==> config.mk <==
export PLATFORM = sky130hd
export DESIGN_NAME = seg_display_scan_flat
export DESIGN_NICKNAME = d
export VERILOG_FILES = /design/src/rtl/seg_pkg.sv /design/src/rtl/seg_display_scan_if.sv /design/src/rtl/seg_hex_decode.sv /design/src/rtl/seg_display_scan.sv /design/src/flat_wrapper.sv
export SDC_FILE = /design/constraint.sdc
export NUM_CORES = 1
export LEC_CHECK = 0
export ABC_AREA = 1
export CAP_MARGIN = 40
export CORE_ASPECT_RATIO = 0.8
export CORE_MARGIN = 2
export CORE_UTILIZATION = 50
export DETAILED_ROUTE_END_ITERATION = 7
export PLACE_DENSITY = 0.72
export SLEW_MARGIN = 20
export SYNTH_ARGS = -nofsm -noshare
export SYNTH_HDL_FRONTEND = slang
export SYNTH_SLANG_ARGS = --single-unit
==> constraint.sdc <==
create_clock -name clk -period 2.25 [get_ports clk]
set_clock_uncertainty 0.15 [all_clocks]
set_input_delay 0.675 -clock clk [delete_from_list [all_inputs] [get_ports clk]]
set_output_delay 0.675 -clock clk [all_outputs]
set_load 0.01 [all_outputs]
==> src/rtl/seg_pkg.sv <==
//------------------------------------------------------------------------------
// Module : seg_pkg
// Brief  : Shared constants, scan FSM states and hex-to-segment table for the
//          4-digit 7-segment display scanner.
// Rev    : 1.0  initial release
//------------------------------------------------------------------------------
`default_nettype none

package seg_pkg;

    localparam int NUM_DIGITS = 4;
    localparam int IDX_W      = $clog2(NUM_DIGITS);

    typedef enum logic [0:0] {
        ST_BLANK = 1'b0,
        ST_SHOW  = 1'b1
    } scan_state_t;

    // Active-high segment patterns {g,f,e,d,c,b,a}, indexed by nibble value
    localparam logic [6:0] HEX_SEG_TABLE [16] = '{
        7'h3F, 7'h06, 7'h5B, 7'h4F, 7'h66, 7'h6D, 7'h7D, 7'h07,
        7'h7F, 7'h6F, 7'h77, 7'h7C, 7'h39, 7'h5E, 7'h79, 7'h71
    };

endpackage

`default_nettype wire

==> src/rtl/seg_display_scan_if.sv <==
//------------------------------------------------------------------------------
// Module : seg_display_scan_if
// Brief  : Register-write and display-drive signals of the scanner.
//          The bright signal exists only when SEG_BRIGHTNESS_EN is defined.
// Rev    : 1.0  initial release
//------------------------------------------------------------------------------
`default_nettype none

interface seg_display_scan_if;
    import seg_pkg::*;

    logic                  data_wr;
    logic [4*NUM_DIGITS-1:0] data_in;
    logic [NUM_DIGITS-1:0] dp_in;
    logic [NUM_DIGITS-1:0] en_in;
`ifdef SEG_BRIGHTNESS_EN
    logic [2:0]            bright;
`endif
    logic [7:0]            seg;
    logic [NUM_DIGITS-1:0] dig_sel;
    logic                  frame_done;

`ifdef SEG_BRIGHTNESS_EN
    modport master (output data_wr, data_in, dp_in, en_in, bright,
                    input  seg, dig_sel, frame_done);
    modport slave  (input  data_wr, data_in, dp_in, en_in, bright,
                    output seg, dig_sel, frame_done);
`else
    modport master (output data_wr, data_in, dp_in, en_in,
                    input  seg, dig_sel, frame_done);
    modport slave  (input  data_wr, data_in, dp_in, en_in,
                    output seg, dig_sel, frame_done);
`endif

endinterface

`default_nettype wire

==> src/rtl/seg_hex_decode.sv <==
//------------------------------------------------------------------------------
// Module : seg_hex_decode
// Brief  : Combinational nibble to active-high 7-segment pattern lookup.
// Rev    : 1.0  initial release
//------------------------------------------------------------------------------
`default_nettype none

module seg_hex_decode
    import seg_pkg::*;
(
    input  logic [3:0] nibble,
    output logic [6:0] pattern
);

    assign pattern = HEX_SEG_TABLE[nibble];

endmodule

`default_nettype wire

==> src/rtl/seg_display_scan.sv <==
//------------------------------------------------------------------------------
// Module : seg_display_scan
// Brief  : Time-multiplexed 4-digit 7-segment scanner with blanking dead time,
//          frame-aligned register updates and optional brightness (macro
//          SEG_BRIGHTNESS_EN adds the bright input and on-time limiting).
// Rev    : 1.0  initial release
//------------------------------------------------------------------------------
`default_nettype none

module seg_display_scan
    import seg_pkg::*;
#(
    parameter int SLOT_CYC       = 50000,
    parameter int BLANK_CYC      = 500,
    parameter bit SEG_ACTIVE_LOW = 1'b1,
    parameter bit DIG_ACTIVE_LOW = 1'b1
) (
    input  logic              clk,
    input  logic              rstn,
    seg_display_scan_if.slave bus
);

    localparam int MAX_CYC = (SLOT_CYC > BLANK_CYC) ? SLOT_CYC : BLANK_CYC;
    localparam int CNT_W   = (MAX_CYC > 1) ? $clog2(MAX_CYC) : 1;

    localparam logic [CNT_W-1:0]      SLOT_LAST  = CNT_W'(SLOT_CYC - 1);
    localparam logic [CNT_W-1:0]      BLANK_LAST = CNT_W'(BLANK_CYC - 1);
    localparam logic [IDX_W-1:0]      IDX_LAST   = IDX_W'(NUM_DIGITS - 1);
    localparam logic [7:0]            SEG_OFF    = SEG_ACTIVE_LOW ? 8'hFF : 8'h00;
    localparam logic [NUM_DIGITS-1:0] DIG_OFF    = DIG_ACTIVE_LOW ? '1 : '0;

    scan_state_t             state, state_next;
    logic [CNT_W-1:0]        cnt, cnt_next;
    logic [IDX_W-1:0]        idx, idx_next;
    logic                    slot_end, frame_start, lit;

    logic [4*NUM_DIGITS-1:0] pend_data, act_data;
    logic [NUM_DIGITS-1:0]   pend_dp, act_dp, pend_en, act_en;
    logic                    pend_flag;

    logic [6:0]              pattern;
    logic [7:0]              seg_raw, seg_q;
    logic [NUM_DIGITS-1:0]   dig_raw, dig_q;
    logic                    frame_q;

    always_ff @(posedge clk) begin
        if (!rstn) begin
            state <= ST_BLANK;
            cnt   <= '0;
            idx   <= '0;
        end else begin
            state <= state_next;
            cnt   <= cnt_next;
            idx   <= idx_next;
        end
    end

    always_comb begin
        state_next  = state;
        cnt_next    = cnt + 1'b1;
        idx_next    = idx;
        slot_end    = 1'b0;
        frame_start = 1'b0;
        case (state)
            ST_BLANK: begin
                if (cnt == BLANK_LAST) begin
                    state_next  = ST_SHOW;
                    cnt_next    = '0;
                    frame_start = (idx == '0);
                end
            end
            ST_SHOW: begin
                if (cnt == SLOT_LAST) begin
                    state_next = ST_BLANK;
                    cnt_next   = '0;
                    idx_next   = idx + 1'b1;
                    slot_end   = 1'b1;
                end
            end
            default: begin
                state_next = ST_BLANK;
                cnt_next   = '0;
            end
        endcase
    end

    // A write landing on the boundary edge must survive the copy, so set wins over clear
    always_ff @(posedge clk) begin
        if (!rstn) begin
            pend_data <= '0;
            pend_dp   <= '0;
            pend_en   <= '0;
            pend_flag <= 1'b0;
            act_data  <= '0;
            act_dp    <= '0;
            act_en    <= '0;
        end else begin
            if (frame_start && pend_flag) begin
                act_data <= pend_data;
                act_dp   <= pend_dp;
                act_en   <= pend_en;
            end
            if (bus.data_wr) begin
                pend_data <= bus.data_in;
                pend_dp   <= bus.dp_in;
                pend_en   <= bus.en_in;
                pend_flag <= 1'b1;
            end else if (frame_start) begin
                pend_flag <= 1'b0;
            end
        end
    end

`ifdef SEG_BRIGHTNESS_EN
    assign lit = (int'(cnt) < (int'(bus.bright) + 1) * (SLOT_CYC / 8));
`else
    assign lit = 1'b1;
`endif

    seg_hex_decode u_decode (
        .nibble  (act_data[{idx, 2'b00} +: 4]),
        .pattern (pattern)
    );

    always_comb begin
        seg_raw = 8'h00;
        dig_raw = '0;
        if (state == ST_SHOW && lit) begin
            seg_raw = {act_dp[idx], pattern};
            if (act_en[idx]) begin
                dig_raw = NUM_DIGITS'(1) << idx;
            end
        end
    end

    always_ff @(posedge clk) begin
        if (!rstn) begin
            seg_q   <= SEG_OFF;
            dig_q   <= DIG_OFF;
            frame_q <= 1'b0;
        end else begin
            seg_q   <= seg_raw ^ SEG_OFF;
            dig_q   <= dig_raw ^ DIG_OFF;
            frame_q <= slot_end && (idx == IDX_LAST);
        end
    end

    assign bus.seg        = seg_q;
    assign bus.dig_sel    = dig_q;
    assign bus.frame_done = frame_q;

endmodule

`default_nettype wire

==> src/flat_wrapper.sv <==
// flat-port wrapper written by rule: the top's interface ports become plain ports
module seg_display_scan_flat import seg_pkg::*;
#(
    parameter int SLOT_CYC       = 50000,
    parameter int BLANK_CYC      = 500,
    parameter bit SEG_ACTIVE_LOW = 1'b1,
    parameter bit DIG_ACTIVE_LOW = 1'b1
)
  (clk, rstn, bus_data_wr, bus_data_in, bus_dp_in, bus_en_in, bus_seg, bus_dig_sel, bus_frame_done);
  seg_display_scan_if bus_i ();
  input  logic clk;
  input  logic rstn;
  input wire logic [$bits(bus_i.data_wr)-1:0] bus_data_wr;
  input wire logic [$bits(bus_i.data_in)-1:0] bus_data_in;
  input wire logic [$bits(bus_i.dp_in)-1:0] bus_dp_in;
  input wire logic [$bits(bus_i.en_in)-1:0] bus_en_in;
  output wire logic [$bits(bus_i.seg)-1:0] bus_seg;
  output wire logic [$bits(bus_i.dig_sel)-1:0] bus_dig_sel;
  output wire logic [$bits(bus_i.frame_done)-1:0] bus_frame_done;
  assign bus_i.data_wr = bus_data_wr;
  assign bus_i.data_in = bus_data_in;
  assign bus_i.dp_in = bus_dp_in;
  assign bus_i.en_in = bus_en_in;
  assign bus_seg = bus_i.seg;
  assign bus_dig_sel = bus_i.dig_sel;
  assign bus_frame_done = bus_i.frame_done;
  seg_display_scan #(.SLOT_CYC(SLOT_CYC), .BLANK_CYC(BLANK_CYC), .SEG_ACTIVE_LOW(SEG_ACTIVE_LOW), .DIG_ACTIVE_LOW(DIG_ACTIVE_LOW)) u_core (.clk(clk), .rstn(rstn), .bus(bus_i));
endmodule
# After elaboration in Yosys (flattened, before gate mapping)
# Memories as Yosys holds them, arrays and structs flattened.
# Index checks and enable logic that the tools add are counted.
[op_classes]
bitwise = 4
muxes = 21
eq_ne = 3
n_reduce_logical = 5
n_shift = 2
n_addsub = 2
order_cmp = 2
[ops]
columns = ["operator", "count"]
rows = [
  ["$mux W16", 2],
  ["$pmux W16 S2", 1],
  ["$add A16 B1 Y16 const B", 1],
  ["$eq A16 B16 Y1 const B", 1],
  ["$eq A16 B9 Y1 const B", 1],
  ["$shiftx A16 B5 Y4", 1],
  ["$mux W7", 2],
  ["$mux W1", 10],
  ["$mux W4", 2],
  ["$mux W8", 1],
  ["$not A8 Y8", 1],
  ["$ge A5 B5 Y1 const B", 1],
  ["$not A4 Y5", 1],
  ["$bmux W1 S2", 2],
  ["$not A4 Y4", 1],
  ["$shl A1 B2 Y4 const A", 1],
  ["$lt A2 B3 Y1 const B", 1],
  ["$add A2 B1 Y2 const B", 1],
  ["$eq A2 B2 Y1 const B", 1],
  ["$logic_and A1 B1 Y1", 2],
  ["$logic_not A2 Y1", 1],
  ["$pmux W1 S2", 1],
  ["$reduce_and A2 Y1", 1],
  ["$reduce_bool A2 Y1", 1],
  ["$not A1 Y1", 1],
]
[word_totals]
mem_count = 1
input_bits = 27
out_inout_bits = 13
register_bits = 81
wordCells = 53
rom_bits = 112
[memory_table]
columns = ["memory", "words", "word_bits", "rd", "rd_ports_with_merged_regs", "wr", "line", "source"]
rows = [
  ["(name not given)", 16, 7, 1, 0, 0, "seg_hex_decode.sv:15", "assign pattern = HEX_SEG_TABLE[nibble];"],
]

# Longest topological paths before layout
# Gate-level depths: netlist of the first run.
[logic_depth]
word_depth = 7
depth_mapped = 11
mapped_depth_nobuf = 10

# Cells and area by module
# A second synthesis of the first run with hierarchy kept.
[hier_totals]
cells_unflattened = 513
area_unflattened_um2 = 3739.8
[modules_own_cells]
columns = ["module", "instances", "cells_per_inst", "area_each_um2", "seq_area_each_um2"]
rows = [
  ["seg_display_scan", 1, 461, 3469.6, 1621.6],
  ["seg_hex_decode", 1, 52, 270.3, 0.0],
]

# Least setup slack after synthesis of the first run
# OpenSTA, ideal clock, no wires.
[synth_timing]
kind = "flip-flop to flip-flop"
from = "register u_core.idx[1]"
to = "register u_core.seg_q[6], in the netlist u_core.bus.seg[6]"
n_path_buf = 1
setup_ns = 0.126
synth_period_minus_slack_ns = 1.725
required_time_ns = 1.974
stages_incl_launch_ff = 9
path_slack_ns = 0.525
arrival_ns = 1.449
cell_sequence = "dfxtp_1 > buf_4 > clkinv_1 > nand2_1 > nand2_1 > ha_1 > or2_1 > nand3_1 > nand3_1"
[synth_via]
elab_chain_len = 7
[synth_lines]
columns = ["element", "line", "source"]
rows = [
  ["start, declared", "seg_display_scan.sv:34", "logic [IDX_W-1:0] idx, idx_next;"],
  ["start signal, assigned", "seg_display_scan.sv:54", "idx <= idx_next;"],
  ["$shiftx A16 B5 Y4", "seg_display_scan.sv:121", ".nibble (act_data[{idx, 2'b00} +: 4]),"],
  ["$not A4 Y5 (implied by the code)", "seg_hex_decode.sv:15", ""],
  ["$mem_v2 Z16 W7", "-", ""],
  ["$mux W7 (implied by the code) (2 in series)", "seg_hex_decode.sv:15", ""],
  ["$mux W8", "seg_display_scan.sv:128", "if (state == ST_SHOW && lit) begin"],
  ["$not A8 Y8 (no source line)", "-", ""],
  ["end signal, assigned", "seg_display_scan.sv:142", "seg_q <= seg_raw ^ SEG_OFF;"],
  ["end, declared", "seg_display_scan.sv:42", "logic [7:0] seg_raw, seg_q;"],
]
# No other way between the ends. The select of a mux whose other input is x is not followed.
# A chain may end at the register's enable or synchronous reset.

# Worst setup path after layout of the first run
[layout_timing]
from = "register u_core.dig_q[3], in the netlist u_core.bus.dig_sel[3]"
to = "output port bus_dig_sel[3]"
[layout_lines]
columns = ["element", "line", "source"]
rows = [
  ["start, declared", "seg_display_scan.sv:43", "logic [NUM_DIGITS-1:0] dig_raw, dig_q;"],
  ["start signal, assigned", "seg_display_scan.sv:143", "dig_q <= dig_raw ^ DIG_OFF;"],
  ["end, declared", "flat_wrapper.sv:18", "output wire logic [$bits(bus_i.dig_sel)-1:0] bus_dig_sel;"],
]
# No word-level cell between the ends.

==> impl_metrics.toml, run 1 <==
[run_status]
status = "finished clean"

[timing]
final.period_utilization_pct = 89.66
finalMaxSlewViolations = 0
rsz0062_at_grt = "false"
slew-limit-headroom_pct = 70.36
timing.final.crit_period_ns = 2.017
timing.hold.ws_ns = 0.3101
hold_violations = 0
fmax_mhz = 495.7
setup_violations = 0
setup_tns_ns = 0
tightest_slew_ns = 0.4446

[worst_setup_path]
path_buf_inv = 1
r2r-start = "u_core.idx[0]"
r2r-end = "u_core.bus.seg[0]"
crit_required_ns = 1.42
crit_chain = "clkdlybuf4s50_1"
arrival_ns = 1.19
cp_slowest_cell = "clkdlybuf4s50_1"
critPathKind = "register to primary output"
critPathMaxFanout = 1
cp-start-kind = "register"
worst-r2r-setup-slack_ns = 0.33
ff2ff_path_depth = 10
end_kind = "primary output"
path_delay_family = "buffers and inverters"
slowest_delay_ns = 0.53

[global_route]
grtUsageMet3_pct = 6.789
grt_pass1_vias = 2702
antenna_found_initial = 0
grt_use_met2_pct = 28.65
grt_max_degree = 52
grt_overflow_total = 0
grt_usage_pct = 19.04
busiest_layer = "met2"
gr-usage-met1_pct = 25.76
grt_pass1_wl_mm = 11.99

[clocking]
clockRootBuffer = "clkbuf_8"
cts_buffers = 9
clkSlewWorstSetupHoldPaths_ns = 0.07
ctsHoldBuffers = 0
post_cts_buffers = 0
clk_path_buf_depth = 2
clk_latency_ns = 0.36
ctsResizeCount = 0
cts_tree = "built"
clock-sinks = 81
htreeDepth = 3

[cells_and_area]
design_area_sq_mm = 0.004278
fill_cells = 674
fin_nets = 588
final_layout_size_suffix_gt1_share_pct = 10.45
syn_to_final_growth_pct = 18.26
fin_util_pct = 61.47
layout.cells.non_filler = 642
n_antenna_cell = 0

[synth]
avgSynthCellArea_sq_um = 7.121
synth_nets = 546
ys_seq_area_share_pct = 44.83
synth_cells = 508
ys_types = 26
synth_seq_cells = 81
synth.yosys.warnings = 0
netlist_area_sq_mm = 0.003617

[pwr]
power_density_mw_per_mm2 = 588.1
p_leak_nw = 1.909
vdd_ir_drop_max_uv = 403.8

[routing]
wirelength_mm = 6.836
vias = 3030
dr.pass1.iters = 4
wl_per_cell_um = 10.65
dr.first_iter.drc_count = 116
route.detailed.drc = 0
postRouteAntennaNets = 0
drt-vias-per-instance = 4.720

[floorplanning]
die_w_um = 99.10
core_sq_mm = 0.006959
start_util_pct = 51.98
num_rows = 27
dieHeight_um = 80.08
dieArea_sq_mm = 0.007935
io_pins = 40

[run]
maxCapViolCount = 0

[worst_hold_path]
hp-class = "register to register"
min_to = "u_core.cnt[0]"
worstHoldPathCells = 1
hold_start = "u_core.cnt[0]"

[placed_design]
dpl_cell_area_sq_mm = 0.004115
dpl.hpwl_mm = 4.888
gp_congestion = 0.8607
post-place-cells = 626
numPortBuffers = 39
[cells in the mapped netlist]
master    instances  area, sq um
a21oi_1           8        40.04
a221oi_1          1        8.760
buf_2             3        15.01
buf_4             4        30.03
buf_6             3        33.78
clkbuf_1         10        37.54
clkinv_1          2        7.510
dfxtp_1          81         1622
ha_1             11        137.6
inv_1            41        153.9
inv_2             2        7.510
nand2_1         119        446.7
nand2_2           4        25.02
nand3_1          24        120.1
nand3_2           1        10.01
nand3b_1          1        7.510
nand4_2           1        12.51
nor2_1          117        439.2
nor2_2           21        131.4
nor2_4            2        22.52
nor3_1            4        20.02
o211ai_1          4        30.03
o21ai_0          33        165.2
or2_1             1        6.260
xnor2_1           3        26.28
xor2_1            7        61.31
[power breakdown]
group | total [mW] | leakage (nW) | internal, mW | switching [mW]
sequential | 1.49 | 0.660 | 1.47 | 0.0223
clock | 0.899 | 0.0818 | 0.392 | 0.507
combinational | 0.126 | 1.17 | 0.0657 | 0.0604
[final cells by class]
cell class / instances / area [sq um] / area share, %
Multi-Input combinational cell: 362 / 1710 / 39.98
Sequential cell: 81 / 1622 / 37.91
Timing Repair Buffer: 51 / 505.5 / 11.82
Inverter: 45 / 168.9 / 3.949
Clock buffer: 10 / 127.6 / 2.983
Tap cell: 87 / 108.9 / 2.545
Clock inverter: 6 / 35.03 / 0.8190
[placed cells by master, fill, tap and decap left out, types with 3 or more instances in the layout]
master,instances
nand2_1,119
nor2_1,117
dfxtp_1,81
inv_1,41
clkdlybuf4s50_1,39
o21ai_0,33
nand3_1,24
nor2_2,21
ha_1,11
buf_4,10
clkbuf_8,9
a21oi_1,8
xor2_1,7
o211ai_1,4
nand2_2,4
nor3_1,4
clkinv_2,4
xnor2_1,3
[registers in the layout, indices dropped and copies added, names as in the netlist, 8 cells and up]
signal / count
u_core.act_data: 16
u_core.bus.seg: 8
u_core.cnt: 16
u_core.pend_data: 16
[kinds of logic (layout without fill, tap and decap cells)]
| logic type | Yosys count | in the layout | share of synthesized area (%) |
|---|---|---|---|
| AO/OA/AOI/OAI | 46 | 46 | 6.745 |
| buffers and inverters | 65 | 112 | 7.887 |
| flip-flops | 81 | 81 | 44.83 |
| XOR/XNOR | 10 | 10 | 2.421 |
| AND/OR/NAND/NOR | 295 | 295 | 34.31 |
| adder cells (fa/ha/maj) | 11 | 11 | 3.805 |
[per-stage QoR]
step	setup slack [ns]	total power [mW]
after floorplan	0.5253	1.583
after global placement	0.1310	1.647
after detailed placement	0.1362	1.651
after CTS	0.2003	2.557
after global routing	0.1394	2.628
final	0.2327	2.516
[worst max path at each step]
stage / startpoint / to / slack, ns / depth (start not counted)
2_1_floorplan: u_core.idx[1] / u_core.bus.seg[6] / 0.53 / 8
3_3_place_gp: rstn / u_core.pend_en[3] / 0.13 / 4
3_5_place_dp: rstn / u_core.pend_data[14] / 0.14 / 4
4_1_cts: u_core.bus.dig_sel[3] / bus_dig_sel[3] / 0.20 / 1
5_1_grt: u_core.idx[0] / u_core.bus.seg[0] / 0.14 / 10
6_report: u_core.bus.dig_sel[3] / bus_dig_sel[3] / 0.23 / 1
[metal layers]
layer	up-vias	wire length, um
met5	-	0
met4	0	74
met3	7	370
met2	59	2836
met1	1319	3555
li1	1645	-
Power figures use the tool's default switching activity.
==> run 2, diff against run 1 <==
==> constraint.sdc (replaced) <==
create_clock -name clk -period 2.1 [get_ports clk]
set_clock_uncertainty 0.15 [all_clocks]
set_input_delay 0.63 -clock clk [delete_from_list [all_inputs] [get_ports clk]]
set_output_delay 0.63 -clock clk [all_outputs]
set_load 0.01 [all_outputs]
==> run 2 against run 1 <==
Against the previous run: combinational power rose by 13%; die area unchanged; cell count is 0.31% lower; clock power is 29% higher; flip-flop and latch count unchanged; routed wire length up 4.8%; clock-buffer cell count rose by 2.
==> impl_metrics.toml, run 2 (synthesis results as in run 1) <==
[run_status]
status = "finished clean"

[global_route]
grt_pass1_vias = 2761
antenna_found_initial = 0
grt_pass1_wl_mm = 12.52
grt_usage_pct = 19.83
grt_overflow_total = 0
grt_max_degree = 51

[clocking]
clkSlewWorstSetupHoldPaths_ns = 0.08
cts_buffers = 9
cts_tree = "built"
clk_path_buf_depth = 2
htreeDepth = 3
clk_latency_ns = 0.35
clockRootBuffer = "clkbuf_8"
clock-sinks = 81

[routing]
met3_length_um = 246
wirelength_mm = 7.164
dr.first_iter.drc_count = 152
wl_per_cell_um = 11.19
vias = 3001
wl_met1_mm = 3.706
routed.top_layer = "met4"
drt-vias-per-instance = 4.689
dr_wl_met2_mm = 3.123
postRouteAntennaNets = 0
route.detailed.drc = 0
dr.pass1.iters = 4

[pwr]
power_density_mw_per_mm2 = 670.9
p_leak_nw = 1.927
vdd_ir_drop_max_uv = 419.5
power_mw = 2.900

[worst_setup_path]
cp_slowest_cell = "clkdlybuf4s50_1"
cp-start-kind = "register"
path_buf_inv = 1
crit_required_ns = 1.32
arrival_ns = 1.20
end_kind = "primary output"
slowest_delay_ns = 0.53
path_delay_family = "buffers and inverters"
crit_chain = "clkdlybuf4s50_1"
critPathMaxFanout = 1
critPathKind = "register to primary output"

[timing]
fmax_mhz = 504.0
tightest_slew_ns = 0.4331
hold_violations = 0
rsz0062_at_grt = "false"
timing.final.crit_period_ns = 1.984
setup_tns_ns = 0
finalMaxSlewViolations = 0
final.period_utilization_pct = 94.48
setup_violations = 0
slew-limit-headroom_pct = 71.08

[worst_hold_path]
hp-class = "register to register"

[cells_and_area]
fin_util_pct = 62.12
final_layout_size_suffix_gt1_share_pct = 10.67
final_cell_mix = "nand2_1, nor2_1, dfxtp_1"
reg_top3 = "u_core.act_data (16), u_core.cnt (16), u_core.pend_data (16)"
n_antenna_cell = 0
syn_to_final_growth_pct = 19.51
design_area_sq_mm = 0.004323
final_common_cell = "nand2_1"
fin_nets = 588

[run]
maxCapViolCount = 0

[placed_design]
numPortBuffers = 39
dpl_cell_area_sq_mm = 0.004115
gp_congestion = 0.8456
dpl.hpwl_mm = 4.968

[floorplanning]
start_util_pct = 51.98
io_pins = 40
core_sq_mm = 0.006959
dieArea_sq_mm = 0.007935
dieHeight_um = 80.08
num_rows = 27
die_w_um = 99.10
-- run 2: report_power, final --
group / switching, mW / total, mW / internal (mW)
Clock: 0.527 / 1.16 / 0.634
Sequential: 0.0242 / 1.60 / 1.57
Combinational: 0.0671 / 0.143 / 0.0756
-- run 2: per-stage QoR --
stage / hold WS, ns / worst slack (ns) / instances
floorplan: 0.2675 / 0.3753 / 508
global placement: 0.2855 / 0.1559 / 626
detailed placement: 0.3117 / 0.1146 / 626
CTS: 0.3224 / 0.08499 / 640
global route: 0.3371 / 0.02121 / 640
finish: 0.3205 / 0.1160 / 640
-- run 2: final timing paths --
kind | from | slack [ns] | cells after the start | to
worst min-delay path | u_core.cnt[0] | 0.32 | 1 | u_core.cnt[0]
worst max-delay path | u_core.bus.frame_done | 0.12 | 1 | bus_frame_done
worst max register to register | u_core.idx[1] | 0.21 | 8 | u_core.bus.seg[3]
worst min register to register | u_core.cnt[0] | 0.32 | 1 | u_core.cnt[0]
-- run 2: repair_timing --
item	4_1_cts	5_1_grt
endpoints found under the setup margin	0	3
buffers inserted	0	0
hold buffers	0	0
gates resized for setup	0	2
-- run 2: cell type report --
| class | instances | area (sq um) |
|---|---|---|
| fillers | 660 | 2636 |
| multi-input cells | 362 | 1714 |
| flip-flops and latches | 81 | 1623 |
| repair buffers | 51 | 505.5 |
| inverters | 45 | 168.9 |
| clock buffers | 12 | 165.2 |
| well taps | 87 | 108.9 |
| clock inverters | 2 | 37.54 |
-- run 2: metal layers --
| layer | vias up | global-route usage [%] |
|---|---|---|
| met3 | 8 | 5.396 |
| met2 | 53 | 30.14 |
| met5 | - | 0 |
| li1 | 1643 | - |
| met4 | 0 | 7.123 |
| met1 | 1297 | 27.15 |
